File: config.mk
export PLATFORM = sky130hd
export DESIGN_NAME = mul_div_issuer
export DESIGN_NICKNAME = d
export VERILOG_FILES = /design/src/rtl/mul_div_issuer.sv
export SDC_FILE = /design/constraint.sdc
export NUM_CORES = 1
export LEC_CHECK = 0
export ABC_AREA = 1
export BUFFER_PORTS_ARGS = -buffer_cell sky130_fd_sc_hd__buf_2
export CORE_MARGIN = 10
export CORE_UTILIZATION = 30
export CTS_CLUSTER_SIZE = 20
export DETAILED_ROUTE_END_ITERATION = 7
export GPL_TIMING_DRIVEN = 0
export HOLD_SLACK_MARGIN = 0.12
export PLACE_DENSITY = 0.55
export SETUP_SLACK_MARGIN = 0.3
export SLEW_MARGIN = 5
export SYNTH_ARGS = -nofsm -noshare
export SYNTH_HDL_FRONTEND = slang
export SYNTH_SLANG_ARGS = --single-unit
File: constraint.sdc
create_clock -name clk -period 2.9 [get_ports clk]
set_input_delay 0.58 -clock clk [delete_from_list [all_inputs] [get_ports clk]]
set_output_delay 0.58 -clock clk [all_outputs]
set_load 0.05 [all_outputs]
File: src/rtl/mul_div_issuer.sv
// Issuer for the multi-cycle RV32M multiply/divide engine: captures the EX request,
// hands operand magnitudes to the engine, stalls until ready and sign-corrects the result.
module mul_div_issuer #(
    parameter int XLEN = 32
) (
    input  logic              clk,
    input  logic              rst_n,
    input  logic              req,
    input  logic              kill,
    input  logic [2:0]        funct3,
    input  logic [XLEN-1:0]   rs1,
    input  logic [XLEN-1:0]   rs2,
    output logic              stall,
    output logic              done,
    output logic [XLEN-1:0]   result,
    output logic              md_valid,
    output logic              md_mode,
    output logic [XLEN-1:0]   md_in_A,
    output logic [XLEN-1:0]   md_in_B,
    input  logic              md_ready,
    input  logic [2*XLEN-1:0] md_out
);

    typedef enum logic [2:0] {
        IDLE, ISSUE, WAIT, DRAIN, DONE
    } state_e;

    typedef enum logic [2:0] {
        OP_MUL, OP_MULH, OP_MULHSU, OP_MULHU, OP_DIV, OP_DIVU, OP_REM, OP_REMU
    } op_e;

    localparam logic [XLEN-1:0] INT_MIN = {1'b1, {(XLEN-1){1'b0}}};

    state_e          state;
    op_e             op;
    logic            sign1;
    logic            sign2;

    logic            capture;
    logic            neg1;
    logic            neg2;
    logic [XLEN-1:0] mag1;
    logic [XLEN-1:0] mag2;
    logic            div_zero;
    logic            div_ovf;
    logic [XLEN-1:0] fast_result;
    logic [XLEN-1:0] corrected;
    logic [2*XLEN-1:0] prod;
    logic [XLEN-1:0] quo;
    logic [XLEN-1:0] rem;

    // A request is taken from IDLE, or straight out of DRAIN when the flushed op's
    // result arrives, so a younger instruction issues without an extra idle cycle.
    assign capture = req && !kill && (state == IDLE || (state == DRAIN && md_ready));

    assign stall = req && !kill && (state != DONE);
    assign done  = (state == DONE) && !kill;

    assign neg1 = (funct3 == OP_MULH || funct3 == OP_MULHSU || funct3 == OP_DIV || funct3 == OP_REM)
                  && rs1[XLEN-1];
    assign neg2 = (funct3 == OP_MULH || funct3 == OP_DIV || funct3 == OP_REM) && rs2[XLEN-1];
    assign mag1 = neg1 ? -rs1 : rs1;
    assign mag2 = neg2 ? -rs2 : rs2;

    assign div_zero    = funct3[2] && (rs2 == '0);
    assign div_ovf     = (funct3 == OP_DIV || funct3 == OP_REM) && rs1 == INT_MIN && rs2 == '1;
    assign fast_result = div_zero ? (funct3[1] ? rs1 : '1) : (funct3[1] ? '0 : INT_MIN);

    assign quo = md_out[XLEN-1:0];
    assign rem = md_out[2*XLEN-1:XLEN];

    // NOTE: every always_comb output gets a default before the case so no path leaves it unassigned (no latch).
    always_comb begin
        prod = md_out;
        if ((op == OP_MULH && (sign1 ^ sign2)) || (op == OP_MULHSU && sign1))
            prod = -md_out;
        corrected = quo;
        case (op)
            OP_MUL:                         corrected = md_out[XLEN-1:0];
            OP_MULH, OP_MULHSU, OP_MULHU:   corrected = prod[2*XLEN-1:XLEN];
            OP_DIV:                         corrected = (sign1 ^ sign2) ? -quo : quo;
            OP_DIVU:                        corrected = quo;
            OP_REM:                         corrected = sign1 ? -rem : rem;
            OP_REMU:                        corrected = rem;
            default:                        corrected = quo;
        endcase
    end

    // NOTE: state registers use non-blocking assignments so every branch sees pre-edge values.
    always_ff @(posedge clk or negedge rst_n) begin
        if (!rst_n) begin
            state    <= IDLE;
            op       <= OP_MUL;
            sign1    <= 1'b0;
            sign2    <= 1'b0;
            result   <= '0;
            md_valid <= 1'b0;
            md_mode  <= 1'b0;
            md_in_A  <= '0;
            md_in_B  <= '0;
        end else begin
            md_valid <= 1'b0;
            if (capture) begin
                op      <= op_e'(funct3);
                sign1   <= neg1;
                sign2   <= neg2;
                md_mode <= funct3[2];
                if (div_zero || div_ovf) begin
                    result <= fast_result;
                    state  <= DONE;
                end else begin
                    md_in_A  <= mag1;
                    md_in_B  <= mag2;
                    md_valid <= 1'b1;
                    state    <= ISSUE;
                end
            end else begin
                case (state)
                    IDLE:  state <= IDLE;
                    ISSUE: state <= kill ? DRAIN : WAIT;
                    WAIT: begin
                        if (md_ready) begin
                            if (kill) begin
                                state <= IDLE;
                            end else begin
                                result <= corrected;
                                state  <= DONE;
                            end
                        end else if (kill) begin
                            state <= DRAIN;
                        end
                    end
                    DRAIN: if (md_ready) state <= IDLE;
                    DONE:  state <= IDLE;
                    default: state <= IDLE;
                endcase
            end
        end
    end

endmodule

# Word-level counts from Yosys, hierarchy flattened
# Index checks and enable logic that the tools add are counted.
# Widths: inputs -> output; s select.
# word_totals
output_inout_bits,100
reg_bits,106
elab_cells,94
input_bits,136
# op_classes
n_mux,24
eq_ne,22
add_sub_neg,5
n_reduce_logical,32
n_bitwise,2
# ops
operator,count
$mux 32,12
$pmux 32 s5,1
$neg 32->32,4
$eq 32x32->1 const B,2
$mux 64,1
$neg 64->64,1
$logic_not 32->1,1
$eq 3x3->1 const B,7
$mux 3,6
$eq 3x2->1 const B,5
$logic_and 1x1->1,12
$eq 3x1->1 const B,3
$logic_or 1x1->1,9
$pmux 3 s3,1
$logic_not 3->1,2
$ne 3x3->1 const B,2
$ne 2x1->1 const B,2
$ne 4x4->1 const B,1
$reduce_and 2->1,2
$reduce_and 4->1,1
$reduce_bool 2->1,2
$mux 1,3
$reduce_or 3->1,1
$reduce_or 2->1,1
other kinds (3),3

# Depth between registers and ports, before layout
# Gate-level depths: netlist of run 1.
# logic_depth
ltp_word,9
depth_mapped,15
ltp_nobuf,15

# Least setup slack after synthesis of run 1
# Ideal clock, no wire load.
# synth_timing
kind,input port to output port
start,input port kill
end,output port done
required_time_ns,2.320
n_path_buf,0
path_stages,1
t_arrival_ns,2.079
slack_ns,0.241
path_cell_list,nor4_1
# synth_between
elab_chain_cells,2
# synth_lines
item,line_no,rtl
from (decl),9,"input logic kill,"
$logic_not 1->1,57,assign done = (state == DONE) && !kill;
$logic_and 1x1->1,57,
to (decl),14,"output logic done,"
# Every way passes these cells.

==> impl_metrics.csv, run 1 <==
group,metric,value,unit
outcome,status,"completed",
pwr,pwr-share-comb,0.678,
timing,period_minus_slack,2.48,ns
pwr,clockPowerShare,0.109,
timing,slew-limit-headroom,0.437,
pwr,switchingPower,7.18,mW
synth,synth_top_family_by_area,"simple AND/OR/NAND/NOR gates",
pwr,ir_worst_vdd,0.645,mV
synth,syn-num-nets,1994,
synth,synth_compound_area_frac,0.115,
global_routing,grt_max_degree,80,
clocking,cts_tree,"built",
synth,syn_area,10500,sq um
global_routing,grtUsageTotal,0.247,
drt,wl_met1,23900,um
setup_path,critPathMaxStageDelay,0.55,ns
clocking,clk_pin_slew,0.08,ns
synth,synth.area.top_cells,"dfrtp_1 (25%), nand2_1 (22%), nor2_1 (11%)",
setup_path,cp_common_cell,"nand2_1",
setup_path,crit_chain,"inv_2 > nor3_1 > clkbuf_1 > nand2_1 > nor2_1 > nor2_1 > nand3_1 > nand2_1 > nand2_1",
synth,synth-main-ff-cell,"dfrtp_1",
floorplanning,die_width,207,um
setup_path,critPathMaxFanout,10,
synth,yosys.area.top_type,"dfrtp_1",
synth,synthMuxAreaShare,0,
synth,synth_top_area_share,0.251,
synth,syn-instance-count,1853,
synth,yosysMostFrequentCell,"nand2_1",
clocking,cts_max_path_buffers,2,
drt,postRouteAntennaNets,0,
setup_path,cp.required,3.22,ns
drt,wl_met2,24400,um
synth,avgSynthCellArea,5.66,sq um
setup_path,endpoint_kind,"flip-flop",
timing,fmaxAchievable,403,MHz
synth,synth-xor-area-share,0.0451,
floorplanning,coreArea,34500,sq um
synth,async_flop_share,1.00,
floorplanning,io_pins,236,
cells_and_area,syn2layout_area_growth,20.6,%
synth,synth_simple_gate_area_frac,0.479,
placement,place_inst,2544,
clocking,insertion_delay,0.37,ns
drt,drtPass1Iterations,5,
timing,hold_viol,0,
drt,first_iter_violations,1059,
timing,finalMaxSlewViolations,0,
clocking,root_buffer,"clkbuf_16",
cells_and_area,fin_cells,2564,
pwr,swShare,0.602,
pwr,p_int,4.75,mW
global_routing,antenna_found_initial,2,
global_routing,grt_pass1_vias,12700,
timing,worst_slew_pin_slew,0.844,ns
drt,wirelength,54000,um
run,cap_violations,0,
setup_path,crit_path_top_delay_cell,"dfrtp_1",
timing,rsz0062_at_grt,"false",
drt,routedWlPerCell,21.1,um
global_routing,grt_first_pass_wirelength,79600,um
synth,synth_edf_count,0,
drt,via_per_inst,5.16,
synth,synth_fa_ha_area_frac,0.00597,
timing,fin_crit_sh,0.856,
floorplanning,die_y,207,um
timing,layout_setup_ws,0.417,ns
drt,drc,0,
synth,yosysWarningCount,0,
floorplanning,row_count,68,
timing,setup_viol,0,
cells_and_area,final_nets,2242,
synth,synth_seq_cells,105,
placement,dp_slack,-0.192,ns
floorplanning,fp.dieArea,42800,sq um
placement,io_buffers,235,
global_routing,grt_overflow,0,
synth,yosysSeqAreaShare,0.251,
pwr,p_per_area,943,nW/um^2
setup_path,cp_data_arrival_time,2.80,ns
clocking,cts_made_buffers,9,
cells_and_area,layout-drive-gt1-share,0.167,
placement,hpwlAfterDp,45100,um
synth,ys_types,43,
placement,gp_congestion,1.01,
hold_path,min_path_type,"reg2reg",
pwr,seqPwrFrac,0.213,
setup_path,cp-start-kind,"flip-flop",
drt,vias,13200,
drt,topRoutingLayerUsed,"met4",
floorplanning,start_util,0.303,
clocking,cts_sinks,105,
clocking,htreeDepth,3,
timing,skew,0.0102,ns
setup_path,path_class,"reg2reg",
synth,synth_common_cells,"nand2_1 (611), nor2_1 (309), nand3_1 (195)",
drt,dr_wl_met3,3670,um
pwr,leakage,6.53,nW
layout by cell type, fill, tap and decap left out, types with 18 or more instances in the layout:
master,synthesis,final
nor3_1,21,21
clkbuf_1,24,18
dfrtp_1,105,105
buf_2,21,255
nand2_1,611,606
nor2_1,309,302
nand4_1,29,29
nand3_1,195,194
o21ai_1,45,46
a21oi_1,23,23
o21ai_0,127,126
inv_1,179,179
xor2_1,42,42
logic make-up (layout without fill, tap and decap cells):
logic type / after synthesis / after routing
flip-flops: 105 / 105
buffers and inverters: 256 / 509
other: 0 / 3
adder cells (fa/ha/maj): 5 / 5
AO/OA/AOI/OAI: 229 / 229
XOR/XNOR: 54 / 54
AND/OR/NAND/NOR: 1204 / 1204
what timing repair did:
| action | in CTS | in global routing |
|---|---|---|
| buffers inserted | 0 | 0 |
| hold buffers | 1 | 0 |
| setup endpoints to repair | 11 | 66 |
| resized for setup | 2 | 29 |
| pin swaps | 0 | 1 |
| gates cloned | 0 | 0 |
| hold endpoints to repair | 26 | 0 |
per-stage QoR:
step | setup TNS (ns) | utilization | total power [mW] | cell area, sq um | hold WS, ns
2_1_floorplan | 0 | - | 7.85 | 10500 | 0.284
3_3_place_gp | -6.17 | 0.354 | 10.5 | 12200 | 0.450
3_5_place_dp | -1.81 | 0.355 | 10.6 | 12300 | 0.455
4_1_cts | 0 | 0.364 | 11.9 | 12600 | 0.465
5_1_grt | 0 | 0.366 | 12.8 | 12600 | 0.487
6_report | 0 | 0.366 | 11.9 | 12600 | 0.470
per-layer routing:
layer,global-route usage,vias to the layer above
met5,0,-
met4,0.102,0
met3,0.0364,82
met2,0.395,480
met1,0.327,6246
li1,-,6430
registers in the layout (all words and copies together), names as in the netlist:
signal	flops
md_in_A	32
md_in_B	32
result	32
state	3
op	2
md_mode	1
md_valid	1
sign1	1
sign2	1
power groups by stage:
stage                     Sequential (mW)  Clock [mW]  Combinational (mW)
after floorplan                      4.64           0                3.21
after global placement               2.55           0                7.99
after detailed placement             2.56           0                8.02
after CTS                            2.54        1.33                8.04
after global routing                 2.63        1.38                8.76
final                                2.54        1.30                8.08
worst max-delay path: cells and delay by family (launching register included):
family                 cells  cell delay, ns
buffers and inverters      2            0.60
AND/OR/NAND/NOR            7            1.28
flip-flops                 1            0.55
final timing paths:
kind / to / startpoint / depth (start not counted) / slack (ns)
worst min-delay path: md_in_B[3] / md_in_B[3] / 2 / 0.47
min in group asynchronous: md_in_B[10] / rst_n / 2 / 0.64
max in group asynchronous: result[11] / rst_n / 3 / 1.57
worst max register to register: result[24] / md_mode / 9 / 0.42
worst min register to register: md_in_B[3] / md_in_B[3] / 2 / 0.47
worst max-delay path: result[24] / md_mode / 9 / 0.42
area by class of cell:
| class | instances | area (sq um) |
|---|---|---|
| Sequential cell | 105 | 2630 |
| Clock buffer | 10 | 229 |
| Buffer | 65 | 380 |
| Antenna cell | 3 | 7.51 |
| Multi-Input combinational cell | 1492 | 6820 |
| Inverter | 191 | 719 |
| Timing Repair Buffer | 237 | 1220 |
| Clock inverter | 6 | 65.1 |
| Tap cell | 455 | 569 |
| Fill cell | 4002 | 21900 |
Note: power is estimated with default switching activity, not from simulation.
==> run 2, diff against run 1 <==
--- a/config.mk
+++ b/config.mk
@@ -9,12 +9,15 @@
 export BUFFER_PORTS_ARGS = -buffer_cell sky130_fd_sc_hd__buf_2
 export CORE_MARGIN = 10
 export CORE_UTILIZATION = 30
+export CTS_BUF_LIST = sky130_fd_sc_hd__clkbuf_16
 export CTS_CLUSTER_SIZE = 20
 export DETAILED_ROUTE_END_ITERATION = 7
 export GPL_TIMING_DRIVEN = 0
 export HOLD_SLACK_MARGIN = 0.12
 export PLACE_DENSITY = 0.55
+export RECOVER_POWER = 25
 export SETUP_SLACK_MARGIN = 0.3
+export SKIP_LAST_GASP = 1
 export SLEW_MARGIN = 5
 export SYNTH_ARGS = -nofsm -noshare
 export SYNTH_HDL_FRONTEND = slang
==> impl_metrics.csv, run 2 (synthesis gave the netlist of run 1 again) <==
group,metric,value,unit
outcome,status,"finished with violations",
outcome,violations,"max-capacitance violations, max-slew violations",
timing,layout_setup_ws,0.440,ns
pwr,leakage,6.53,nW
timing,finalMaxSlewViolations,27,
global_routing,antenna_found_initial,2,
setup_path,critPathMaxFanout,10,
drt,drtPass1Iterations,6,
timing,setup_tns,0,ns
placement,placed_area,12300,sq um
timing,rsz0062_at_grt,"false",
cells_and_area,layout-drive-gt1-share,0.166,
clocking,cts_tree,"built",
cells_and_area,final_cell_mix,"nand2_1 (606), nor2_1 (303), buf_2 (255), nand3_1 (194), inv_1 (180)",
setup_path,cp-start-kind,"flip-flop",
drt,postRouteAntennaNets,0,
floorplanning,die_y,207,um
placement,gp_congestion,1.01,
drt,wirelength,54000,um
cells_and_area,fin_cells,2564,
floorplanning,die_width,207,um
timing,hold_viol,0,
cells_and_area,final_common_cell,"nand2_1",
placement,io_buffers,235,
floorplanning,row_count,68,
floorplanning,coreArea,34500,sq um
timing,setup_viol,0,
global_routing,grt_first_pass_wirelength,79600,um
drt,vias,13300,
setup_path,crit_family,"simple AND/OR/NAND/NOR gates",
floorplanning,io_pins,236,
hold_path,min_path_type,"reg2reg",
global_routing,grt_pass1_vias,12700,
setup_path,path_class,"reg2reg",
timing,hold_slack,0.470,ns
setup_path,crit_path_top_delay_cell,"dfrtp_1",
floorplanning,fp.dieArea,42800,sq um
timing,skew,0.00976,ns
setup_path,cp_data_arrival_time,2.78,ns
drt,routedWlPerCell,21.1,um
cells_and_area,fin_area,12600,sq um
setup_path,cp_common_cell,"nand2_1",
clocking,clk_pin_slew,0.08,ns
placement,place_inst,2544,
setup_path,critPathMaxStageDelay,0.54,ns
timing,period_minus_slack,2.46,ns
global_routing,grt_max_degree,80,
clocking,root_buffer,"clkbuf_16",
drt,drc,0,
floorplanning,start_util,0.303,
timing,slew-limit-headroom,-0.124,
timing,fmaxAchievable,407,MHz
clocking,htreeDepth,3,
setup_path,crit_chain,"inv_2 > nor3_1 > clkbuf_1 > nand2_1 > nor2_1 > nor2_1 > nand3_1 > nand2_1 > nand2_1",
drt,via_per_inst,5.17,
setup_path,endpoint_kind,"flip-flop",
pwr,power.total,11.9,mW
clocking,cts_sinks,105,
placement,dp_slack,-0.192,ns
run,cap_violations,1,
setup_path,cp.required,3.22,ns
timing,fin_crit_sh,0.848,
drt,first_iter_violations,1118,
global_routing,grt_overflow,0,
clocking,cts_made_buffers,9,
setup_path,critPathBufInv,2,
placement,hpwlAfterDp,45100,um
cells_and_area,fin_util,0.366,
clocking,cts_max_path_buffers,2,
pwr,p_per_area,944,nW/um^2
timing,worst_slew_pin_slew,1.69,ns
clocking,insertion_delay,0.37,ns
cells_and_area,largestRegisters,"md_in_A: 32 flops, md_in_B: 32 flops, result: 32 flops",
pwr,ir_worst_vdd,0.646,mV
cells_and_area,syn2layout_area_growth,20.5,%
cells_and_area,final_nets,2242,
global_routing,grtUsageTotal,0.247,
[run 2: worst paths after layout]
check / start / end / slack (ns) / cells past startpoint
min: md_in_B[3] / md_in_B[3] / 0.47 / 2
min in group asynchronous: rst_n / md_in_B[7] / 1.17 / 2
max: md_mode / result[24] / 0.44 / 9
max reg2reg: md_mode / result[24] / 0.44 / 9
min reg2reg: md_in_B[3] / md_in_B[3] / 0.47 / 2
max in group asynchronous: rst_n / result[11] / 0.60 / 3
[run 2: final cells by class]
type,count,area (sq um)
Clock inverter,7,68.8
Clock buffer,9,225
Multi-Input combinational cell,1492,6820
Timing Repair Buffer,237,1210
Fill cell,4005,21900
Buffer,65,380
Antenna cell,3,7.51
Sequential cell,105,2630
Inverter,191,719
Tap cell,455,569
[run 2: routing by layer]
metal / share of wire / global-route usage / routed length, um / vias to the layer above
met5: 0 / 0 / 0 / -
met2: 0.45 / 0.395 / 24400 / 500
met1: 0.44 / 0.327 / 23800 / 6246
met3: 0.072 / 0.0364 / 3880 / 78
li1: - / - / - / 6437
met4: 0.038 / 0.102 / 2030 / 0
[run 2: repair_timing]
action / in CTS / in global routing
setup endpoints to repair: 11 / 66
hold buffers: 1 / 0
setup buffers: 0 / 0
pin swaps: 0 / 1
gates resized for setup: 2 / 29
hold endpoints to repair: 26 / 0
[run 2: tightest hold or removal path: cells and delay by family, from the launching register on]
kind / cells / cell delay, ns
flops: 1 / 0.34
simple gates: 2 / 0.09
[run 2: where the power goes]
group | switching [mW] | internal [mW]
clock | 0.627 | 0.672
sequential | 0.426 | 2.12
combinational | 6.12 | 1.96
==> run 3, diff against run 2 <==
==> constraint.sdc (replaced) <==
create_clock -name clk -period 2.4 [get_ports clk]
set_input_delay 0.48 -clock clk [delete_from_list [all_inputs] [get_ports clk]]
set_output_delay 0.48 -clock clk [all_outputs]
set_load 0.05 [all_outputs]
==> impl_metrics.csv, run 3 (synthesis gave the netlist of run 1 again) <==
group,metric,value,unit
global_routing,grt_first_pass_wirelength,80100,um
setup_path,r2r_end,"result[26]",
cells_and_area,syn2layout_area_growth,27.7,%
drt,vias,13400,
drt,via_per_inst,5.20,
timing,period_minus_slack,2.05,ns
setup_path,crit_chain,"nor2_1 > nand2_1 > o21ai_2 > nand3_4 > inv_2 > a21boi_1 > buf_6 > buf_8 > nor2_4 > nand2_1 > nand2_1",
drt,wirelength,54600,um
floorplanning,row_count,68,
hold_path,hold-path-endpoint,"state[0]",
hold_path,min_path_type,"in2reg",
timing,hold_slack,0.381,ns
setup_path,cp_data_arrival_time,2.37,ns
setup_path,endpoint_kind,"flip-flop",
cells_and_area,final_cell_mix,"nand2_1 (584), nor2_1 (267), buf_2 (241), nand3_1 (186), inv_1 (173)",
clocking,root_buffer,"clkbuf_16",
setup_path,crit_family,"simple AND/OR/NAND/NOR gates",
setup_path,r2r_slack,0.35,ns
timing,slew-limit-headroom,0.460,
drt,drc,0,
timing,fmaxAchievable,487,MHz
floorplanning,io_pins,236,
floorplanning,coreArea,34500,sq um
floorplanning,fp.dieArea,42800,sq um
setup_path,rr_worst_depth,11,
cells_and_area,largestRegisters,"md_in_A: 32 flops, md_in_B: 32 flops, result: 32 flops",
setup_path,cp.required,2.71,ns
outcome,status,"completed",
placement,io_buffers,235,
setup_path,cp_common_cell,"nand2_1",
drt,drtPass1Iterations,6,
timing,skew,0.00786,ns
placement,hpwlAfterDp,45100,um
drt,routedWlPerCell,21.1,um
setup_path,cp-start-kind,"flip-flop",
timing,rsz0062_at_grt,"true",
setup_path,critPathBufInv,3,
cells_and_area,final_common_cell,"nand2_1",
run,cap_violations,0,
pwr,ir_worst_vdd,0.779,mV
cells_and_area,layout-drive-gt1-share,0.221,
floorplanning,start_util,0.303,
timing,worst_slew_pin_slew,0.810,ns
setup_path,critPathMaxStageDelay,0.44,ns
clocking,clk_pin_slew,0.08,ns
pwr,leakage,6.78,nW
clocking,insertion_delay,0.36,ns
timing,hold_viol,0,
timing,setup_tns,0,ns
clocking,cts_tree,"built",
setup_path,crit_path_top_delay_cell,"dfrtp_1",
global_routing,grt_overflow,0,
global_routing,grtUsageTotal,0.249,
clocking,cts_made_buffers,9,
global_routing,grt_pass1_vias,12900,
timing,layout_setup_ws,0.346,ns
drt,postRouteAntennaNets,0,
timing,finalMaxSlewViolations,0,
floorplanning,die_y,207,um
clocking,cts_max_path_buffers,2,
timing,setup_viol,0,
floorplanning,die_width,207,um
pwr,p_per_area,1120,nW/um^2
placement,gp_congestion,1.01,
hold_path,holdPathStages,3,
global_routing,antenna_found_initial,2,
cells_and_area,final_nets,2266,
timing,fin_crit_sh,0.856,
setup_path,critPathMaxFanout,10,
clocking,htreeDepth,3,
hold_path,hp-start,"kill",
placement,dp_slack,-0.592,ns
drt,first_iter_violations,1107,
global_routing,grt_max_degree,80,
setup_path,timing.rr.start,"state[2]",
setup_path,path_class,"reg2reg",
clocking,cts_sinks,105,
-- run 3: cell count changes in the layout (fill, tap and decap cells not counted), sizes merged --
cell	change
buf	+24
clkinv	-1
clkinvlp	+1
-- run 3: final cells by class --
type,count,area (sq um)
antenna,3,7.51
inverter,191,736
sequential,105,2630
tap,455,569
clock buffer,9,225
timing repair buffer,261,1420
multi-input combinational,1492,7250
buffer,65,478
clock inverter,7,68.8
fill,3966,21200
-- run 3: repair_timing --
| item | in CTS | in global routing |
|---|---|---|
| resized for setup | 111 | 100 |
| setup buffers | 15 | 9 |
| setup endpoints to repair | 97 | 97 |
| hold endpoints to repair | 26 | 0 |
| pin swaps | 15 | 23 |
| hold buffers | 1 | 0 |
-- run 3: tightest hold or removal path: cells and delay by family --
kind                   cells  cell delay, ns
AND/OR/NAND/NOR            1            0.06
AO/OA/AOI/OAI              1            0.06
buffers and inverters      1            0.11
-- run 3: layer usage --
metal | vias up | global-route usage | wire length, um
met5 | - | 0 | 0
li1 | 6491 | - | -
met4 | 0 | 0.115 | 2530
met2 | 540 | 0.394 | 24400
met3 | 102 | 0.0404 | 4000
met1 | 6315 | 0.326 | 23700
-- run 3: per-stage QoR --
step | cells | power [mW] | util | cell area, sq um
2_1_floorplan | 1853 | 9.48 | - | 10500
3_3_place_gp | 2543 | 12.7 | 0.354 | 12200
3_5_place_dp | 2544 | 12.8 | 0.355 | 12300
4_1_cts | 2576 | 14.8 | 0.376 | 13000
5_1_grt | 2587 | 16.0 | 0.388 | 13400
6_report | 2588 | 15.0 | 0.388 | 13400
-- run 3: worst max-delay path by stage --
stage | from | to | cells past startpoint
finish | state[2] | result[26] | 11
global route | state[2] | result[22] | 11
CTS | md_out[1] | result[24] | 15
detailed placement | rs1[0] | md_in_B[16] | 13
global placement | md_out[32] | result[12] | 14
floorplan | rs1[0] | md_in_B[12] | 14
-- run 3: power by group --
| part | internal (mW) | switching, mW |
|---|---|---|
| clock | 0.812 | 0.755 |
| sequential | 2.56 | 0.513 |
| combinational | 2.73 | 7.64 |
